File: src/rtl/hw_pkg.sv
// Shared types and defaults for the hidden-neuron sequencer and its fetch stage.
package hw_pkg;

    localparam int DEF_N_INPUTS = 16;
    localparam int DEF_W_WIDTH  = 8;
    localparam int SUM_WIDTH    = 32;

    typedef logic [SUM_WIDTH-1:0] hw_sum_t;

    typedef enum logic [2:0] {
        ST_IDLE,
        ST_CLEAR,
        ST_RUN,
        ST_DRAIN,
        ST_CAPTURE,
        ST_HOLD
    } hw_seq_state_t;

endpackage

File: src/rtl/hw_fetch_stage.sv
// Aligns the weight-memory read with its returning data: delays the read enable
// and address by one cycle and drives the accumulator strobe, weight and input bit.
module hw_fetch_stage
    import hw_pkg::*;
#(
    parameter int N_INPUTS = DEF_N_INPUTS,
    parameter int W_WIDTH  = DEF_W_WIDTH,
    parameter int AW       = $clog2(N_INPUTS)
) (
    input  logic                Clk,
    input  logic                RST,
    input  logic                Flush,
    input  logic                RdEn,
    input  logic [AW-1:0]       Idx,
    input  logic [W_WIDTH-1:0]  WData,
    input  logic [N_INPUTS-1:0] XVal,
    output logic                Get,
    output logic [W_WIDTH-1:0]  W,
    output logic                X
);

    logic          enD;
    logic [AW-1:0] idxD;

    // A flush drops any read in flight so an aborted run cannot strobe the accumulator.
    always_ff @(posedge Clk or posedge RST) begin
        if (RST) begin
            enD  <= 1'b0;
            idxD <= '0;
        end else if (Flush) begin
            enD  <= 1'b0;
            idxD <= '0;
        end else begin
            enD  <= RdEn;
            idxD <= Idx;
        end
    end

    assign Get = enD;
    assign W   = enD ? WData : '0;
    assign X   = enD & XVal[idxD];

endmodule

File: src/rtl/hw_sequencer.sv
// Sequences one neuron evaluation: clear the accumulator, stream N weights into it,
// then capture the final sum and hold it behind a valid/ready handshake.
module hw_sequencer
    import hw_pkg::*;
#(
    parameter int N_INPUTS = DEF_N_INPUTS,
    parameter int W_WIDTH  = DEF_W_WIDTH,
    parameter int AW       = $clog2(N_INPUTS)
) (
    input  logic                Clk,
    input  logic                RST,
    input  logic                Start,
    input  logic                Abort,
    input  logic [N_INPUTS-1:0] XVec,
    output logic [AW-1:0]       WAddr,
    output logic                WRdEn,
    input  logic [W_WIDTH-1:0]  WData,
    output logic [W_WIDTH-1:0]  W,
    output logic                X,
    output logic                ComputeH,
    output logic                Get,
    output logic                RstSum,
    input  hw_sum_t             Z,
    output hw_sum_t             Result,
    output logic                ResultValid,
    input  logic                ResultReady,
    output logic                Busy,
    output logic                Done
);

    localparam logic [AW-1:0] LAST_IDX = AW'(N_INPUTS - 1);

    hw_seq_state_t       state, nextState;
    logic [AW-1:0]       idx;
    logic [N_INPUTS-1:0] xReg;
    hw_sum_t             resultReg;
    logic                resultValidReg;
    logic                doneReg;
    logic                abortClr;
    logic                abortNow;
    logic                fetchGet;

    assign abortNow = Abort && (state inside {ST_CLEAR, ST_RUN, ST_DRAIN, ST_CAPTURE});

    always_comb begin
        nextState = state;
        WRdEn     = 1'b0;
        unique case (state)
            ST_IDLE:    if (Start) nextState = ST_CLEAR;
            ST_CLEAR:   nextState = ST_RUN;
            ST_RUN: begin
                WRdEn = !abortNow;
                if (idx == LAST_IDX) nextState = ST_DRAIN;
            end
            ST_DRAIN:   nextState = ST_CAPTURE;
            ST_CAPTURE: nextState = ST_HOLD;
            ST_HOLD:    if (resultValidReg && ResultReady) nextState = ST_IDLE;
            default:    nextState = ST_IDLE;
        endcase
        if (abortNow) nextState = ST_IDLE;
    end

    // Abort leaves a one-cycle accumulator clear behind it (abortClr) instead of a result.
    always_ff @(posedge Clk or posedge RST) begin
        if (RST) begin
            state          <= ST_IDLE;
            idx            <= '0;
            xReg           <= '0;
            resultReg      <= '0;
            resultValidReg <= 1'b0;
            doneReg        <= 1'b0;
            abortClr       <= 1'b0;
        end else begin
            state    <= nextState;
            abortClr <= abortNow;
            doneReg  <= 1'b0;
            if (state == ST_IDLE && Start) begin
                xReg <= XVec;
            end
            if (state == ST_CLEAR || abortNow) begin
                idx <= '0;
            end else if (state == ST_RUN && idx != LAST_IDX) begin
                idx <= idx + 1'b1;
            end
            if (state == ST_CAPTURE && !abortNow) begin
                resultReg      <= Z;
                resultValidReg <= 1'b1;
                doneReg        <= 1'b1;
            end else if (state == ST_HOLD && resultValidReg && ResultReady) begin
                resultValidReg <= 1'b0;
            end
        end
    end

    hw_fetch_stage #(
        .N_INPUTS (N_INPUTS),
        .W_WIDTH  (W_WIDTH),
        .AW       (AW)
    ) uFetch (
        .Clk   (Clk),
        .RST   (RST),
        .Flush (abortNow),
        .RdEn  (WRdEn),
        .Idx   (idx),
        .WData (WData),
        .XVal  (xReg),
        .Get   (fetchGet),
        .W     (W),
        .X     (X)
    );

    assign WAddr       = idx;
    assign Get         = fetchGet;
    assign ComputeH    = fetchGet;
    assign RstSum      = (state == ST_CLEAR) || abortClr;
    assign Result      = resultReg;
    assign ResultValid = resultValidReg;
    assign Busy        = (state != ST_IDLE);
    assign Done        = doneReg;

endmodule

File: config.mk
export PLATFORM = sky130hd
export DESIGN_NAME = hw_sequencer
export DESIGN_NICKNAME = d
export VERILOG_FILES = /design/src/rtl/hw_pkg.sv /design/src/rtl/hw_fetch_stage.sv /design/src/rtl/hw_sequencer.sv
export SDC_FILE = /design/constraint.sdc
export NUM_CORES = 1
export LEC_CHECK = 0
export ABC_AREA = 1
export CAP_MARGIN = 20
export CORE_MARGIN = 3
export CORE_UTILIZATION = 46
export CTS_CLUSTER_DIAMETER = 60
export DETAILED_ROUTE_END_ITERATION = 8
export PLACE_DENSITY = 0.86
export REMOVE_ABC_BUFFERS = 1
export SYNTH_ARGS = -nofsm -noshare
export SYNTH_HDL_FRONTEND = slang
export SYNTH_SLANG_ARGS = --single-unit
File: constraint.sdc
create_clock -name Clk -period 6 [get_ports Clk]
set_input_delay 1.2 -clock Clk [delete_from_list [all_inputs] [get_ports Clk]]
set_output_delay 1.2 -clock Clk [all_outputs]
set_load 0.005 [all_outputs]
==> reports/results.ini, run 1 <==
[routing]
vias = 2398
drtIter0Drc = 151
ant_nets = 0
drt-total-wl_microns = 6810
wl_per_cell_microns = 13.2
dr.pass1.iters = 4
drc_errors = 0
vias_per_cell = 4.64

[synthesis]
ys_seq_area_share_pct = 56.9
syn-cell-area_sq_mm = 0.00277
avgSynthCellArea_sq_um = 8.47
synth_seq_cells = 63
ys.flop_type = dfrtp_1
synth_edf_count = 0
ys_async_sr_fraction_pct = 100
yosysWarnings = 0
synthCells = 327
synth_cell_types = 24

[critical_path]
cp.arrival_ns = 2.47
crit_start = Abort
cp.required_ns = 4.80
critPathCaptureType = primary output
cp-start-kind = input port
critPathMaxFanout = 5
reg2reg_depth = 5
crit_type = input port to primary output
r2r-start = state[0]

[clock_tree]
cts_tree = built
cts-root-buf = clkbuf_8
cts.htree.levels = 3
cts_resized = 0
clk_latency_ns = 0.33
clkTransAtPathRegs_ns = 0.06
clockBufferDepth = 2
cts_setup_buffers = 0
cts.sinks = 63
cts_buffers = 9
cts-hold-fix-buffers = 0

[final_layout]
final_area_sq_mm = 0.00409
n_antenna_cell = 0
layout_common_cells = nand2_1, clkdlybuf4s50_1, dfrtp_1, inv_1, nor2_1
nNetsFinal = 502
fill_cells = 448
multi_input_area_sq_um = 936
final_cells = 517
regArea_sq_mm = 0.00158
layout_commonest_cell = nand2_1
area_growth_pct = 47.5
drive_gt1_share_pct = 6.29

[sta]
min_period_ns = 3.67
post-route-period-util_pct = 61.2
fmax_mhz = 272
setup-tns-final_ns = 0
skew_ns = 0.00636
tightest_slew_ns = 0.990
setup_viol = 0
slew_headroom_pct = 33.9
hold_ws_ns = 0.470
hold_viol = 0
grt_setup_unrepaired = false
finalMaxSlewViolations = 0

[die]
coreArea_sq_mm = 0.00568
num_io_pins = 113
initial_core_util_pct = 48.8
die_y_microns = 83.6
fp-row-count = 27
fp.dieW_microns = 83.6
die_area_sq_mm = 0.00699

[power_and_ir_drop]
leakage_nw = 2.07
ir_drop_mv = 0.314
pwr_density_cell_mw_per_mm2 = 434

[placement]
dpl_cell_area_sq_mm = 0.00389
dpl.cell_count = 501
place.gp.congestion = 0.792
dp_hpwl_microns = 5000
portBuffers = 112

[global_route]
grt_pass1_vias = 2434
grt_use_total_pct = 20.5
grt_start_max_net_pins = 64
antenna_found_initial = 0
gr-total-overflow = 0
grt_pass1_wl_microns = 11600

[worst_hold_path]
worst_hold_path_type = register to register
min_path_cells = 2
hold_start = Result[7]

[run_status]
status = finished, final reports clean

[job]
cap_violations = 0

[worst paths after layout]
| path | slack (ns) | end |
|---|---|---|
| worst max register to register | 4.06 | xReg[2] |
| worst min register to register | 0.47 | Result[7] |
| min in group asynchronous | 1.40 | Result[26] |
| worst min-delay path | 0.47 | Result[7] |
| max in group asynchronous | 4.05 | Result[20] |
| worst max-delay path | 2.33 | WRdEn |
[through the flow]
| stage | setup slack (ns) | power (mW) | util [%] |
|---|---|---|---|
| 6_report | 2.33 | 1.77 | 72.0 |
| 5_1_grt | 2.26 | 1.91 | 72.0 |
| 4_1_cts | 2.31 | 1.79 | 72.0 |
| 3_5_place_dp | 2.33 | 1.43 | 68.6 |
| 3_3_place_gp | 2.34 | 1.39 | 68.4 |
| 2_1_floorplan | 3.23 | 1.03 | - |
[synth_stat cells (2+ instances only)]
master	number	area share, %
inv_1	36	4.9
a21oi_1	19	3.4
buf_6	7	2.8
nand3_1	15	2.7
inv_2	2	0.27
o21ai_0	3	0.54
mux2_4	3	1.6
buf_4	2	0.54
dfrtp_1	63	57
buf_2	2	0.36
nand2_1	139	19
nor2_1	24	3.3
[power by group]
| part | total [mW] | leakage (nW) | internal [mW] | switching [mW] |
|---|---|---|---|---|
| logic | 0.711 | 1.19 | 0.386 | 0.325 |
| registers | 0.705 | 0.779 | 0.600 | 0.105 |
| clock network | 0.358 | 0.100 | 0.201 | 0.157 |
[logic make-up (layout without fill, tap and decap cells)]
| logic type | count (synthesis) | after routing | share of synthesized area, % |
|---|---|---|---|
| AO/OA/AOI/OAI | 23 | 23 | 4.25 |
| XOR/XNOR | 1 | 1 | 0.316 |
| adder cells (fa/ha/maj) | 1 | 1 | 0.452 |
| buffers and inverters | 51 | 169 | 9.26 |
| flip-flops | 63 | 63 | 56.9 |
| AND/OR/NAND/NOR | 185 | 185 | 27.2 |
| multiplexers | 3 | 3 | 1.63 |
[sequential cells by signal, summed over array words and instances, names as in the netlist]
name / count
xReg: 16
Done: 1
WAddr: 4
uFetch.idxD: 4
abortClr: 1
ResultValid: 1
Result: 32
uFetch.Get: 1
state: 3
[critical path, stage by stage]
cell and delay (ns):
clkdlybuf4s50_1 0.52, nor2_1 0.22, clkdlybuf4s50_1 0.53
[final cells by class]
type,count,share of cell area (%)
Clock buffer,12,3.55
Clock inverter,4,1.10
Inverter,39,3.64
Multi-Input combinational cell,213,22.9
Sequential cell,63,38.6
Tap cell,72,2.21
Timing Repair Buffer,114,28.0
[metal layers]
layer	vias to the layer above	track usage, %	share of wire, %
met5	-	0	0
met3	9	5.63	4.6
met4	0	7.46	1.4
met1	1117	24.3	42
met2	58	35.6	52
li1	1214	-	-
Power figures use the tool's default switching activity.
==> run 2: changes to the inputs <==
--- a/config.mk
+++ b/config.mk
@@ -8,10 +8,10 @@
 export ABC_AREA = 1
 export CAP_MARGIN = 20
 export CORE_MARGIN = 3
-export CORE_UTILIZATION = 46
+export CORE_UTILIZATION = 43
 export CTS_CLUSTER_DIAMETER = 60
 export DETAILED_ROUTE_END_ITERATION = 8
-export PLACE_DENSITY = 0.86
+export PLACE_DENSITY = 0.81
 export REMOVE_ABC_BUFFERS = 1
 export SYNTH_ARGS = -nofsm -noshare
 export SYNTH_HDL_FRONTEND = slang
==> constraint.sdc (replaced) <==
create_clock -name Clk -period 3.7 [get_ports Clk]
set_input_delay 0.74 -clock Clk [delete_from_list [all_inputs] [get_ports Clk]]
set_output_delay 0.74 -clock Clk [all_outputs]
set_load 0.005 [all_outputs]
==> reports/results.ini, run 2 (synthesis gave the netlist of run 1 again) <==
[run_status]
status = finished, final reports clean  ; unchanged

[critical_path]
critical_path_buf_inv_count = 2  ; unchanged
critPathMaxFanout = 5  ; unchanged
cp.required_ns = 2.96  ; was 4.80 ns
cp-start-kind = input port  ; unchanged
slowest_delay_ns = 0.54  ; was 0.53 ns
critPathSlowestCell = clkdlybuf4s50_1  ; unchanged
r2r_slack_ns = 1.75  ; was 4.06 ns
cp.depth = 3  ; unchanged
path_common_cell = clkdlybuf4s50_1  ; unchanged
critPathCaptureType = primary output  ; unchanged
worst_setup_path_endpoint = WRdEn  ; unchanged
reg2reg_depth = 5  ; unchanged
cpLargestDelayFamily = buffers and inverters  ; unchanged
crit_chain = clkdlybuf4s50_1 > nor2_1 > clkdlybuf4s50_1  ; unchanged
cp.arrival_ns = 2.02  ; was 2.47 ns
crit_start = Abort  ; unchanged
crit_type = input port to primary output  ; unchanged
r2r-start = state[0]  ; unchanged
reg2reg_to = xReg[2]  ; unchanged

[routing]
drtIter0Drc = 140  ; was 151
vias = 2363  ; was 2398
wl_per_cell_microns = 12.7  ; was 13.2 microns
wl_met3_microns = 293  ; was 313 microns
dr.pass1.iters = 4  ; unchanged
vias_per_cell = 4.55  ; was 4.64
top_layer = met4  ; unchanged
drc_errors = 0  ; unchanged
drt-total-wl_microns = 6580  ; was 6810 microns
met2_length_microns = 3300  ; was 3510 microns
ant_nets = 0  ; unchanged
wirelength_met1_microns = 2810  ; was 2890 microns

[final_layout]
area_growth_pct = 46.5  ; was 47.5%
drive_gt1_share_pct = 6.31  ; was 6.29%
layout_commonest_cell = nand2_1  ; unchanged
layout_common_cells = nand2_1, clkdlybuf4s50_1, dfrtp_1, inv_1, nor2_1  ; unchanged
fill_cells = 506  ; was 448
fin_util_pct = 66.9  ; was 72.0%
nNetsFinal = 502  ; unchanged
largest_reg_flops = 32  ; unchanged
n_antenna_cell = 0  ; unchanged

[sta]
min_period_ns = 2.76
skew_ns = 0.00800  ; was 0.00636 ns
grt_setup_unrepaired = false  ; unchanged
tightest_slew_ns = 0.992  ; was 0.990 ns
post-route-period-util_pct = 74.5
setup_viol = 0  ; unchanged
hold_viol = 0  ; unchanged
slew_headroom_pct = 33.7  ; was 33.9%
setup-tns-final_ns = 0  ; unchanged
finalMaxSlewViolations = 0  ; unchanged
fmax_mhz = 363

[die]
coreArea_sq_mm = 0.00606  ; was 0.00568 sq mm
num_io_pins = 113  ; unchanged
initial_core_util_pct = 45.7  ; was 48.8%
die_area_sq_mm = 0.00744  ; was 0.00699 sq mm
fp.dieW_microns = 86.2  ; was 83.6 microns
die_y_microns = 86.2  ; was 83.6 microns
fp-row-count = 28  ; was 27

[worst_hold_path]
worst_hold_path_type = register to register  ; unchanged

[clock_tree]
cts-root-buf = clkbuf_8  ; unchanged
cts_tree = built  ; unchanged
cts.htree.levels = 3  ; unchanged
cts-hold-fix-buffers = 0  ; unchanged
cts.sinks = 63  ; unchanged
cts_resized = 0  ; unchanged
cts_setup_buffers = 0  ; unchanged
clockBufferDepth = 2  ; unchanged
clkTransAtPathRegs_ns = 0.07  ; was 0.06 ns
clk_latency_ns = 0.33  ; about the same
cts_buffers = 9  ; unchanged

[job]
cap_violations = 0  ; unchanged

[global_route]
grt_pass1_wl_microns = 11100  ; was 11600 microns
antenna_found_initial = 0  ; unchanged
grt_start_max_net_pins = 64  ; unchanged
grt_use_total_pct = 19.1  ; was 20.5%
grt_pass1_vias = 2387  ; was 2434
gr-total-overflow = 0  ; unchanged

[power_and_ir_drop]
leakage_nw = 2.05  ; was 2.07 nW
ir_drop_mv = 0.543  ; was 0.314 mV
pwr_density_cell_mw_per_mm2 = 687  ; was 434 mW/mm^2

[placement]
dp_hpwl_microns = 4870  ; was 5000 microns
place.gp.congestion = 0.856  ; was 0.792
portBuffers = 112  ; unchanged

## run 2: cell types whose count changed in the layout (fill, tap and decap cells not counted), sizes merged
| cell | previous run | this run |
|---|---|---|
| clkinvlp | 0 | 1 |
| bufinv | 1 | 0 |
| clkbuf | 12 | 11 |
## run 2: worst min-delay path by stage
stage / startpoint / end / slack (ns) / depth (start not counted)
global placement: Result[17] / Result[17] / 0.45 / 2
floorplan: Result[0] / Result[0] / 0.47 / 2
CTS: Result[5] / Result[5] / 0.47 / 2
global route: Result[1] / Result[1] / 0.49 / 2
detailed placement: Result[15] / Result[15] / 0.46 / 2
finish: Result[11] / Result[11] / 0.47 / 2
## run 2: tightest hold or removal path, cell delays in order (launching register included)
cell     delay, ns
dfrtp_1       0.34
nand2_1       0.05
nand2_1       0.05
## run 2: stage by stage
step / area, sq um / total power, mW / setup WS (ns) / std cells / hold slack [ns]
after detailed placement: 3890 / 2.31 / 0.934 / 504 / 0.458
after global routing: 4060 / 3.01 / 0.687 / 519 / 0.488
after floorplan: 2660 / 1.68 / 1.39 / 315 / 0.465
after CTS: 4060 / 2.82 / 0.928 / 519 / 0.474
final: 4060 / 2.79 / 0.943 / 519 / 0.469
after global placement: 3890 / 2.27 / 0.967 / 504 / 0.453
## run 2: per-layer routing
layer,vias to the layer above,track usage [%]
met4,0,8.50
li1,1210,-
met2,51,32.5
met5,-,0
met1,1089,22.7
met3,13,5.13
## run 2: where the power goes
| group | switching, mW | leakage, nW | total, mW | internal, mW |
|---|---|---|---|---|
| combinational | 0.514 | 1.18 | 1.14 | 0.622 |
| sequential | 0.173 | 0.779 | 1.15 | 0.973 |
| clock | 0.250 | 0.0850 | 0.504 | 0.254 |
## run 2: area by class of cell
cell class / instances / area, sq um / share of cell area (%)
Inverter: 39 / 149 / 3.67
Timing Repair Buffer: 114 / 1140 / 28.0
Clock buffer: 11 / 141 / 3.49
Sequential cell: 63 / 1580 / 38.9
Multi-Input combinational cell: 213 / 936 / 23.1
Clock inverter: 4 / 22.5 / 0.555
Tap cell: 75 / 93.8 / 2.31
==> run 3: changes to the inputs <==
==> constraint.sdc (replaced) <==
create_clock -name Clk -period 2.55 [get_ports Clk]
set_input_delay 0.51 -clock Clk [delete_from_list [all_inputs] [get_ports Clk]]
set_output_delay 0.51 -clock Clk [all_outputs]
set_load 0.005 [all_outputs]
==> reports/results.ini, run 3 (synthesis gave the netlist of run 1 again) <==
[power_and_ir_drop]
leakage_nw = 2.10  ; was 2.05 nW
pwr_density_cell_mw_per_mm2 = 1010  ; was 687 mW/mm^2
ir_drop_mv = 0.662  ; was 0.543 mV

[sta]
setup-tns-final_ns = 0  ; unchanged
worst_slack_ns = 0.288  ; was 0.943 ns
min_period_ns = 2.26
slew_headroom_pct = 51.8  ; was 33.7%
hold_viol = 0  ; unchanged
post-route-period-util_pct = 88.7
fmax_mhz = 442
tightest_slew_ns = 0.722  ; was 0.992 ns
finalMaxSlewViolations = 0  ; unchanged
skew_ns = 0.00629  ; was 0.00800 ns
setup_viol = 0  ; unchanged
grt_setup_unrepaired = false  ; unchanged

[placement]
place_ws_ns = 0.381  ; was 0.934 ns
portBuffers = 112  ; unchanged
dp_hpwl_microns = 5020  ; was 4870 microns
dpl_cell_area_sq_mm = 0.00393  ; was 0.00389 sq mm
place.gp.congestion = 0.849  ; was 0.856

[die]
die_y_microns = 86.2  ; unchanged
coreArea_sq_mm = 0.00606  ; unchanged
fp-row-count = 28  ; unchanged
die_area_sq_mm = 0.00744  ; unchanged
fp.dieW_microns = 86.2  ; unchanged
num_io_pins = 113  ; unchanged
initial_core_util_pct = 45.7  ; unchanged

[clock_tree]
cts-hold-fix-buffers = 0  ; unchanged
cts-root-buf = clkbuf_8  ; unchanged
cts.htree.levels = 3  ; unchanged
cts.sinks = 63  ; unchanged
cts_buffers = 9  ; unchanged
clkTransAtPathRegs_ns = 0.07  ; about the same
clk_latency_ns = 0.33  ; about the same
clockBufferDepth = 2  ; unchanged
cts_tree = built  ; unchanged

[worst_hold_path]
worst_hold_path_type = register to register  ; unchanged
hold_start = Result[11]  ; unchanged

[routing]
drtIter0Drc = 183  ; was 140
drc_errors = 0  ; unchanged
wl_per_cell_microns = 12.9  ; was 12.7 microns
vias_per_cell = 4.65  ; was 4.55
drt-total-wl_microns = 6770  ; was 6580 microns
vias = 2430  ; was 2363
ant_nets = 0  ; unchanged
dr.pass1.iters = 5  ; was 4

[final_layout]
layout_common_cells = nand2_1, clkdlybuf4s50_1, dfrtp_1, inv_1, nor2_1  ; unchanged
layout_commonest_cell = nand2_1  ; unchanged
regArea_sq_mm = 0.00158  ; about the same
nNetsFinal = 506  ; was 502
final_area_sq_mm = 0.00412  ; was 0.00406 sq mm
area_growth_pct = 48.7  ; was 46.5%
n_antenna_cell = 0  ; unchanged
fill_cells = 494  ; was 506
largest_reg_flops = 32  ; unchanged
drive_gt1_share_pct = 7.59  ; was 6.31%
multi_input_area_sq_um = 936  ; unchanged

[critical_path]
critPathMaxFanout = 5  ; unchanged
r2r-start = state[1]  ; was state[0]
crit_type = register to primary output  ; was input port to primary output
critPathCaptureType = primary output  ; unchanged
cp.required_ns = 2.04  ; was 2.96 ns
crit_start = state[0]  ; was Abort
cp-start-kind = register  ; was input port
cp.arrival_ns = 1.75  ; was 2.02 ns

[global_route]
grt_pass1_vias = 2374  ; was 2387
grt_pass1_wl_microns = 11000  ; was 11100 microns
gr-total-overflow = 0  ; unchanged
grt_use_total_pct = 19.1  ; about the same
antenna_found_initial = 0  ; unchanged
grt_start_max_net_pins = 64  ; unchanged

[job]
cap_violations = 0  ; unchanged

[run_status]
status = finished, final reports clean  ; unchanged

[run 3: what timing repair did]
item	CTS	global route
buffers inserted	0	1
endpoints found under the hold margin	0	0
resized for setup	0	2
setup endpoints to repair	0	1
[run 3: worst paths after layout]
kind	to	slack, ns	cells after the start
setup / recovery	WRdEn	0.29	4
hold / removal	Result[11]	0.47	2
setup reg to reg	xReg[13]	0.72	7
hold reg to reg	Result[11]	0.47	2
max in group asynchronous	uFetch.idxD[0]	1.70	3
min in group asynchronous	ResultValid	0.56	3
[run 3: cell type report]
cell class,instances,area share (%)
clock inverter,3,0.425
tap,75,2.28
clock buffer,12,4.01
inverter,39,3.62
multi-input combinational,213,22.7
sequential,63,38.3
timing repair buffer,118,28.6
[run 3: through the flow]
step | power, mW | cells | hold WS [ns] | utilization, %
after global placement | 3.32 | 507 | 0.452 | 64.8
after global routing | 4.48 | 523 | 0.489 | 67.9
after floorplan | 2.43 | 315 | 0.465 | -
after CTS | 4.19 | 522 | 0.474 | 67.8
after detailed placement | 3.39 | 507 | 0.457 | 64.8
final | 4.15 | 523 | 0.467 | 67.9
[run 3: power by group]
part           switching [mW]  total [mW]  internal (mW)  leakage (nW)
Sequential              0.249        1.66           1.41         0.778
Clock                   0.355       0.778          0.423        0.0942
Combinational           0.782        1.71          0.923          1.23
[run 3: metal layers]
layer | vias up | part of all wire (%) | GRT usage, %
met5 | - | 0 | 0
met2 | 69 | 51 | 32.0
met3 | 12 | 5.4 | 5.89
li1 | 1223 | - | -
met1 | 1126 | 41 | 22.5
met4 | 0 | 2.5 | 8.92
[run 3: critical path, stage by stage (launching register included)]
cell	delay (ns)
dfrtp_1	0.45
nor2_1	0.18
nand2_1	0.09
nor2_1	0.17
clkdlybuf4s50_1	0.53
